--- config.mk ---
export PLATFORM = sky130hd
export DESIGN_NAME = data_memory_controller
export DESIGN_NICKNAME = d
export VERILOG_FILES = /design/src/rtl/data_memory_controller.sv
export SDC_FILE = /design/constraint.sdc
export NUM_CORES = 1
export LEC_CHECK = 0
export ABC_AREA = 1
export BUFFER_PORTS_ARGS = -buffer_cell sky130_fd_sc_hd__buf_2
export CAP_MARGIN = 20
export CORE_ASPECT_RATIO = 1.75
export CORE_MARGIN = 2
export CORE_UTILIZATION = 46
export DETAILED_ROUTE_END_ITERATION = 7
export MAX_ROUTING_LAYER = met4
export PLACE_DENSITY = 0.78
export REMOVE_ABC_BUFFERS = 1
export SETUP_SLACK_MARGIN = 0.1
export SLEW_MARGIN = 20
export SYNTH_ARGS = -nofsm -noshare
export SYNTH_HDL_FRONTEND = slang
export SYNTH_SLANG_ARGS = --single-unit
--- constraint.sdc ---
create_clock -name clk -period 1.6 [get_ports clk]
set_input_delay 0.08 -clock clk [delete_from_list [all_inputs] [get_ports clk]]
set_output_delay 0.08 -clock clk [all_outputs]
set_load 0.02 [all_outputs]
--- src/rtl/data_memory_controller.sv ---
// Load/store sequencer: accepts one execute-stage access, runs it over a word-addressed
// byte-enabled req/gnt/rvalid bus and returns aligned, extended load data with an error flag.
module data_memory_controller #(
    parameter int TIMEOUT_CYCLES = 255
) (
    input  logic        clk,
    input  logic        rst_n,
    input  logic        req_valid,
    output logic        req_ready,
    input  logic        req_write,
    input  logic [1:0]  req_width,
    input  logic        req_unsigned,
    input  logic [31:0] req_address,
    input  logic [31:0] req_write_data,
    output logic        stall,
    output logic        resp_valid,
    output logic [31:0] resp_data,
    output logic        resp_error,
    output logic        mem_req,
    output logic        mem_we,
    output logic [3:0]  mem_byte_enable,
    output logic [29:0] mem_address,
    output logic [31:0] mem_write_data,
    input  logic        mem_gnt,
    input  logic        mem_rvalid,
    input  logic [31:0] mem_read_data
);

    typedef enum logic [1:0] {IDLE, REQUEST, WAIT_DATA, RESPOND} state_t;

    localparam logic [7:0] TO_LAST = 8'(TIMEOUT_CYCLES - 1);

    state_t      state_q;
    logic [7:0]  cnt_q;
    logic [1:0]  width_q;
    logic [1:0]  off_q;
    logic        uns_q;
    logic        mem_req_q;
    logic        mem_we_q;
    logic [3:0]  mem_be_q;
    logic [29:0] mem_addr_q;
    logic [31:0] mem_wdata_q;
    logic        resp_valid_q;
    logic [31:0] resp_data_q;
    logic        resp_error_q;

    function automatic logic illegal_access(input logic [1:0] width, input logic [1:0] off);
        case (width)
            2'd0:    illegal_access = 1'b0;
            2'd1:    illegal_access = off[0];
            2'd2:    illegal_access = (off != 2'd0);
            default: illegal_access = 1'b1;
        endcase
    endfunction

    function automatic logic [3:0] lane_enable(input logic [1:0] width, input logic [1:0] off);
        case (width)
            2'd0:    lane_enable = 4'b0001 << off;
            2'd1:    lane_enable = off[1] ? 4'b1100 : 4'b0011;
            default: lane_enable = 4'b1111;
        endcase
    endfunction

    function automatic logic [31:0] replicate_store(input logic [1:0] width, input logic [31:0] d);
        case (width)
            2'd0:    replicate_store = {4{d[7:0]}};
            2'd1:    replicate_store = {2{d[15:0]}};
            default: replicate_store = d;
        endcase
    endfunction

    function automatic logic [31:0] extend_load(input logic [1:0] width, input logic [1:0] off,
                                                input logic uns, input logic [31:0] word);
        logic [7:0]  b;
        logic [15:0] h;
        b = 8'(word >> {off, 3'b000});
        h = off[1] ? word[31:16] : word[15:0];
        case (width)
            2'd0:    extend_load = uns ? {24'b0, b} : {{24{b[7]}}, b};
            2'd1:    extend_load = uns ? {16'b0, h} : {{16{h[15]}}, h};
            default: extend_load = word;
        endcase
    endfunction

    always_ff @(posedge clk or negedge rst_n) begin
        if (!rst_n) begin
            state_q      <= IDLE;
            cnt_q        <= 8'd0;
            width_q      <= 2'd0;
            off_q        <= 2'd0;
            uns_q        <= 1'b0;
            mem_req_q    <= 1'b0;
            mem_we_q     <= 1'b0;
            mem_be_q     <= 4'd0;
            mem_addr_q   <= 30'd0;
            mem_wdata_q  <= 32'd0;
            resp_valid_q <= 1'b0;
            resp_data_q  <= 32'd0;
            resp_error_q <= 1'b0;
        end else begin
            case (state_q)
                IDLE: begin
                    if (req_valid) begin
                        width_q     <= req_width;
                        off_q       <= req_address[1:0];
                        uns_q       <= req_unsigned;
                        mem_we_q    <= req_write;
                        mem_be_q    <= lane_enable(req_width, req_address[1:0]);
                        mem_addr_q  <= req_address[31:2];
                        mem_wdata_q <= replicate_store(req_width, req_write_data);
                        cnt_q       <= 8'd0;
                        resp_data_q <= 32'd0;
                        if (illegal_access(req_width, req_address[1:0])) begin
                            state_q      <= RESPOND;
                            resp_valid_q <= 1'b1;
                            resp_error_q <= 1'b1;
                        end else begin
                            state_q   <= REQUEST;
                            mem_req_q <= 1'b1;
                        end
                    end
                end
                REQUEST: begin
                    // A grant in the final tolerated cycle still wins over the timeout.
                    if (mem_gnt) begin
                        mem_req_q <= 1'b0;
                        if (mem_we_q) begin
                            state_q      <= RESPOND;
                            resp_valid_q <= 1'b1;
                            resp_error_q <= 1'b0;
                        end else begin
                            state_q <= WAIT_DATA;
                            cnt_q   <= cnt_q + 8'd1;
                        end
                    end else if (cnt_q == TO_LAST) begin
                        mem_req_q    <= 1'b0;
                        state_q      <= RESPOND;
                        resp_valid_q <= 1'b1;
                        resp_error_q <= 1'b1;
                    end else begin
                        cnt_q <= cnt_q + 8'd1;
                    end
                end
                WAIT_DATA: begin
                    if (mem_rvalid) begin
                        state_q      <= RESPOND;
                        resp_valid_q <= 1'b1;
                        resp_error_q <= 1'b0;
                        resp_data_q  <= extend_load(width_q, off_q, uns_q, mem_read_data);
                    end else if (cnt_q == TO_LAST) begin
                        state_q      <= RESPOND;
                        resp_valid_q <= 1'b1;
                        resp_error_q <= 1'b1;
                    end else begin
                        cnt_q <= cnt_q + 8'd1;
                    end
                end
                default: begin
                    state_q      <= IDLE;
                    resp_valid_q <= 1'b0;
                    resp_data_q  <= 32'd0;
                    resp_error_q <= 1'b0;
                end
            endcase
        end
    end

    assign req_ready       = (state_q == IDLE);
    assign stall           = (state_q != IDLE);
    assign resp_valid      = resp_valid_q;
    assign resp_data       = resp_data_q;
    assign resp_error      = resp_error_q;
    assign mem_req         = mem_req_q;
    assign mem_we          = mem_we_q;
    assign mem_byte_enable = mem_be_q;
    assign mem_address     = mem_addr_q;
    assign mem_write_data  = mem_wdata_q;

endmodule

======== Word level (Yosys, flattened, before mapping) ========
Index checks and enable logic that the tools add are counted.
W data, S select, Z words.
cells by class
  add/sub/neg operators ................... 1
  equality and inequality tests ........... 14
  shift operators ......................... 2
  mux-type cells .......................... 43
  bitwise operators ....................... 1
  reduce and logical (&&, ||, !) cells .... 12
operators by type and width
  kind                   count
  $mux W32               4
  $pmux W32 S2           2
  $pmux W32 S3           1
  $mux W8                5
  $shr A32 B5 Y8         1
  $pmux W8 S3            1
  $mux W1                17
  $mux W16               1
  $mux W2                5
  $ne A3 B3 Y1 const B   3
  $pmux W1 S3            3
  $add A8 B1 Y8 const B  1
  $eq A8 B8 Y1 const B   1
  $ne A2 B2 Y1 const B   4
  $pmux W4 S2            1
  $reduce_and A4 Y1      2
  $eq A2 B1 Y1 const B   3
  $logic_not A2 Y1       3
  $pmux W2 S3            1
  $reduce_and A3 Y1      2
  $reduce_bool A2 Y1     3
  $eq A2 B2 Y1 const B   2
  $mux W4                1
  $shl A1 B2 Y4 const A  1
  5 further kinds        5
storage, ports and cells
  bits in registers ....................... 117
  bits of input ports ..................... 105
  output and inout bits ................... 104
  word-level logic and storage cells ...... 86

======== Longest topological paths before layout ========
  depth in word-level cells ............... 7
  gate-level depth with buffers ........... 12
  depth with buffers taken out ............ 11

======== Least setup slack after synthesis ========
OpenSTA, ideal clock, no wires.
  kind .................................... register -> register
  start point ............................. register state_q[0]
  end point ............................... register resp_data_q[21] (netlist: resp_data[21])
  setup time .............................. 0.116 ns
  arrival time ............................ 1.704 ns
  data required time ...................... 1.484 ns
  slack ................................... -0.220 ns
  stages on the path, launching flop included .. 11
  buffers on the path ..................... 1
  clock period less this slack ............ 1.820 ns
  path through ............................ dfrtp_1 > inv_1 > ha_1 > inv_2 > nor2_4 > nor3_4 > nand2_2 > buf_2 > nor2_1 > nand2_1 > nand2_1
on the way
  word-level cells in the longest chain between the ends .. 3
  elaborated cells on any way between the ends .. 8
  those cells by class .................... 4 x eq/ne; 1 x mux; 1 x bitwise; 2 x reduce/logical
ends and longest elaborated chain
  item                                line  text
  start, declared                     33    state_t state_q;
  start signal, assigned              87    state_q <= IDLE;
  start signal, assigned              114   state_q <= RESPOND;
  start signal, assigned              118   state_q <= REQUEST;
  $logic_not A2 Y1 (*)                n/a
  named net req_ready                 9     output logic req_ready,
  $ne A2 B2 Y1 (no source line)       n/a
  $reduce_and A3 Y1 (no source line)  n/a
  end signal, assigned                149   resp_data_q <= extend_load(width_q, off_q, uns_q, mem_read_data);
  end, declared                       44    logic [31:0] resp_data_q;
Mark *: on every way through the listed nets, which the timed path passes. The rest lies on a longest branch.
A chain may end at the register's enable or synchronous reset.

======== Worst setup path after layout ========
  start point ............................. register state_q[1]
  end point ............................... register resp_data_q[7] (netlist: resp_data[7])
on the way
  word-level cells in the longest chain between the ends .. 3
  elaborated cells on any way between the ends .. 8
  those cells by class .................... 4 x eq/ne; 1 x mux; 1 x bitwise; 2 x reduce/logical
ends and longest elaborated chain
  item                                                                line  text
  $eq A2 B2 Y1, or another cell as far along                          101   case (state_q)
  $ne A2 B2 Y1 (no source line) / $not A1 Y1 (equally long branches)  n/a
  $reduce_and A3 Y1 (no source line)                                  n/a
Several ways; a longest one is shown, not always the timed one.

==> metrics.md <==
| Metric | Value |
|---|---|
| Setup slack after layout | `0.0628 ns` |
| Drt drc | `0` |
| Max-slew violations | `0` |
| Crit. Startpoint | `state_q[1]` |
| Clk Latency, worst-skew pair | `0.41 ns` |
| I/O pin total | `209` |
| Port bufs | `208` |
| WS Path Type | `flip-flop to flip-flop` |
| Share of layout cells above drive strength 1 | `31.1%` |
| Wire length per cell | `15.0 um` |
| Setup-failing EPs final | `0` |
| Worst path buffer plus inverter count | `3` |
| Routed vias/inst | `5.06` |
| # clock sinks | `117` |
| Root buffer cell | `clkbuf_16` |
| CTS tree | `done` |
| Slowest CP cell | `dfrtp_1` |
| Die width | `90.1 um` |
| Crit path largest cell delay | `0.38 ns` |
| Clock buffer depth | `2` |
| Library cells used by synthesis | `32` |
| Num CTS Buffers | `17` |
| Cells along the critical path | `inv_2 > ha_4 > inv_4 > nor2_4 > nor3_4 > nand2_2 > inv_1 > o21ai_0 > nand2_1` |
| Critical path's top delay family | `simple AND/OR/NAND/NOR gates` |
| Netlist Area Pre-Place | `5960 um^2` |
| Syn Inst Count | `796` |
| Dominant cell by count in the synthesized netlist | `nand2_1` |
| Reg2reg setup slack | `0.06 ns` |
| Initial antenna violation count | `0` |
| Total core area | `12,800 um^2` |
| Seq/Total Area, Yosys | `49.1%` |
| Critical path arrival | `1.88 ns` |
| Full die area | `13,900 um^2` |
| Worst min path class | `input port to flip-flop` |
| Die Height | `155 um` |
| Hold_sp | `mem_read_data[4]` |
| Post-route ant nets | `0` |
| Critical Path Sink Type | `flip-flop` |
| Reg2Reg Launch Point | `state_q[1]` |
| All-Layer GR Usage | `27.7%` |
| Post-Route WL | `19,300 um` |
| Final hold violation count | `0` |
| Setup slack at placement | `-0.0408 ns` |
| Final instance area | `8920 um^2` |
| Gr ovfl total | `0` |
| Ys async rst share | `100%` |
| Vias | `6,513` |
| Slew @ Worst Pin | `0.723 ns` |
| Synthesis Warnings | `0` |
| Number of synthesized flops with an enable pin | `0` |
| Drt initial violations | `359` |
| Status | `completed` |
| Final critical-path required period | `1.54 ns` |
| Worst r2r dst | `resp_data[7]` |
| P_leak | `4.99 nW` |
| First-pass GRT wire length | `30,200 um` |
| Clock Pin Slew Worst Setup and Hold Paths | `0.05 ns` |
| Final RePlAce weighted congestion | `0.915` |
| Max_cap viols | `0` |
| Top post-synthesis cells by count | `nand2_1, dfrtp_1, nor2_1, o21ai_0, inv_1` |
| Layout Skew | `0.0132 ns` |
| Floorplan row count | `55` |
| Final nets | `1,216` |
| CP endpoint | `resp_data[7]` |
| Worst path required time | `1.94 ns` |
| Largest net degree at the start of global routing | `40` |
| Largest cells by area after synthesis | `dfrtp_1, nand2_1, o21ai_0, nand3_1, nor2_1` |
| H-tree depth | `4` |
| Ys flop type | `dfrtp_1` |
| Max VDD drop | `1210 uV` |
| Flops & latches, synth | `117` |
| Post-synth top area share | `49.1%` |
| DP Area | `7400 um^2` |
| Setup TNS | `0 ns` |
| Number of inserted diodes | `0` |
| Post-DP HPWL | `12,600 um` |
| Worst R2R Path Depth | `9` |
| Max_slew headroom | `51.6%` |
| Worst-path fanout max | `8` |
| Area leader, netlist | `dfrtp_1` |
| P per Cell Area | `1950 nW/um^2` |
| Period utilisation layout | `96.1%` |
| Synthesized area per cell | `7.49 um^2` |
| Maximum clock rate | `0.651 GHz` |
| DR pass1 iterations | `7` |
| Initial core utilization | `46.6%` |
| Final core utilization | `69.7%` |
| Layout area overhead | `49.6%` |
| Cell count along the critical path | `9` |
| Startpoint types | `flip-flop` |
| Vias in the first global route | `6,335` |
| Unrepaired setup endpoints after global routing | `yes` |
## layout by cell type, fill, tap and decap left out, types with 18 or more instances in the layout
cell,count
a21oi_1,24
buf_2,205
buf_4,39
clkbuf_16,18
dfrtp_1,116
dlygate4sd3_1,67
inv_1,33
nand2_1,384
nand3_1,36
nor2_1,36
o21ai_0,40
## layer usage
metal,up-vias,GRT usage [%],wire length (um)
li1,3124,-,-
met2,274,48.4,10300
met4,0,15.1,898
met3,74,4.82,915
met5,-,-,0
met1,3041,29.7,7140
## worst min-delay path by stage
stage	cells past startpoint	slack, ns	end
floorplan	0	-0.22	cnt_q[0]
global placement	1	0.06	resp_data[25]
detailed placement	1	0.06	resp_data[25]
CTS	4	0.006	state_q[1]
global route	5	0.04	resp_data[20]
finish	5	0.03	resp_data[4]
## per-stage QoR
step	hold WS, ns	instances	power (W)
2_1_floorplan	-0.216	761	0.00948
3_3_place_gp	0.0558	1181	0.0124
6_report	0.0285	1288	0.0174
5_1_grt	0.0374	1288	0.0185
3_5_place_dp	0.0571	1181	0.0126
4_1_cts	0.00640	1287	0.0171
## registers in the layout, indices dropped and copies added (netlist names)
name             count
state_q              2
resp_error           1
mem_req              1
mem_we               1
resp_valid           1
mem_write_data      32
off_q                2
width_q              2
mem_byte_enable      4
resp_data           32
cnt_q                8
mem_address         30
uns_q                1
## cells by family after synthesis
kind of cell               Yosys count  synth area share [%]
and+or+nand+nor                    494                  33.5
AOI/OAI and AO/OA                   98                  9.17
adders and majority gates            7                  1.47
xor gates and xnor gates             3                 0.441
buffers and inverters               77                  6.32
DFF                                117                  49.1
## worst reg2reg max path: stages, from the launching register on
cell	delay [ns]
dfrtp_1	0.38
inv_2	0.08
ha_4	0.19
inv_4	0.07
nor2_4	0.05
nor3_4	0.18
nand2_2	0.10
inv_1	0.23
o21ai_0	0.14
nand2_1	0.07
## report_power, final
group	internal (W)	switching, W
Combinational	0.00319	0.00535
Clock	0.00251	0.00145
Sequential	0.00415	0.000738
## cell type report
cell class / count / area, um^2
Fill cell: 1000 / 3880
Multi-Input combinational cell: 603 / 2800
Sequential cell: 117 / 2930
Clock buffer: 19 / 443
Timing Repair Buffer: 323 / 2200
Tap cell: 171 / 214
Clock inverter: 13 / 173
Inverter: 42 / 169
## repair_timing
item                                    4_1_cts  5_1_grt
endpoints found under the hold margin       132        0
pin swaps                                     1        3
resized for setup                            18       36
gates cloned                                  1        1
hold buffers                                 67        0
endpoints found under the setup margin       59       54
setup buffers                                 6        0
Note: power is estimated with default switching activity, not from simulation.
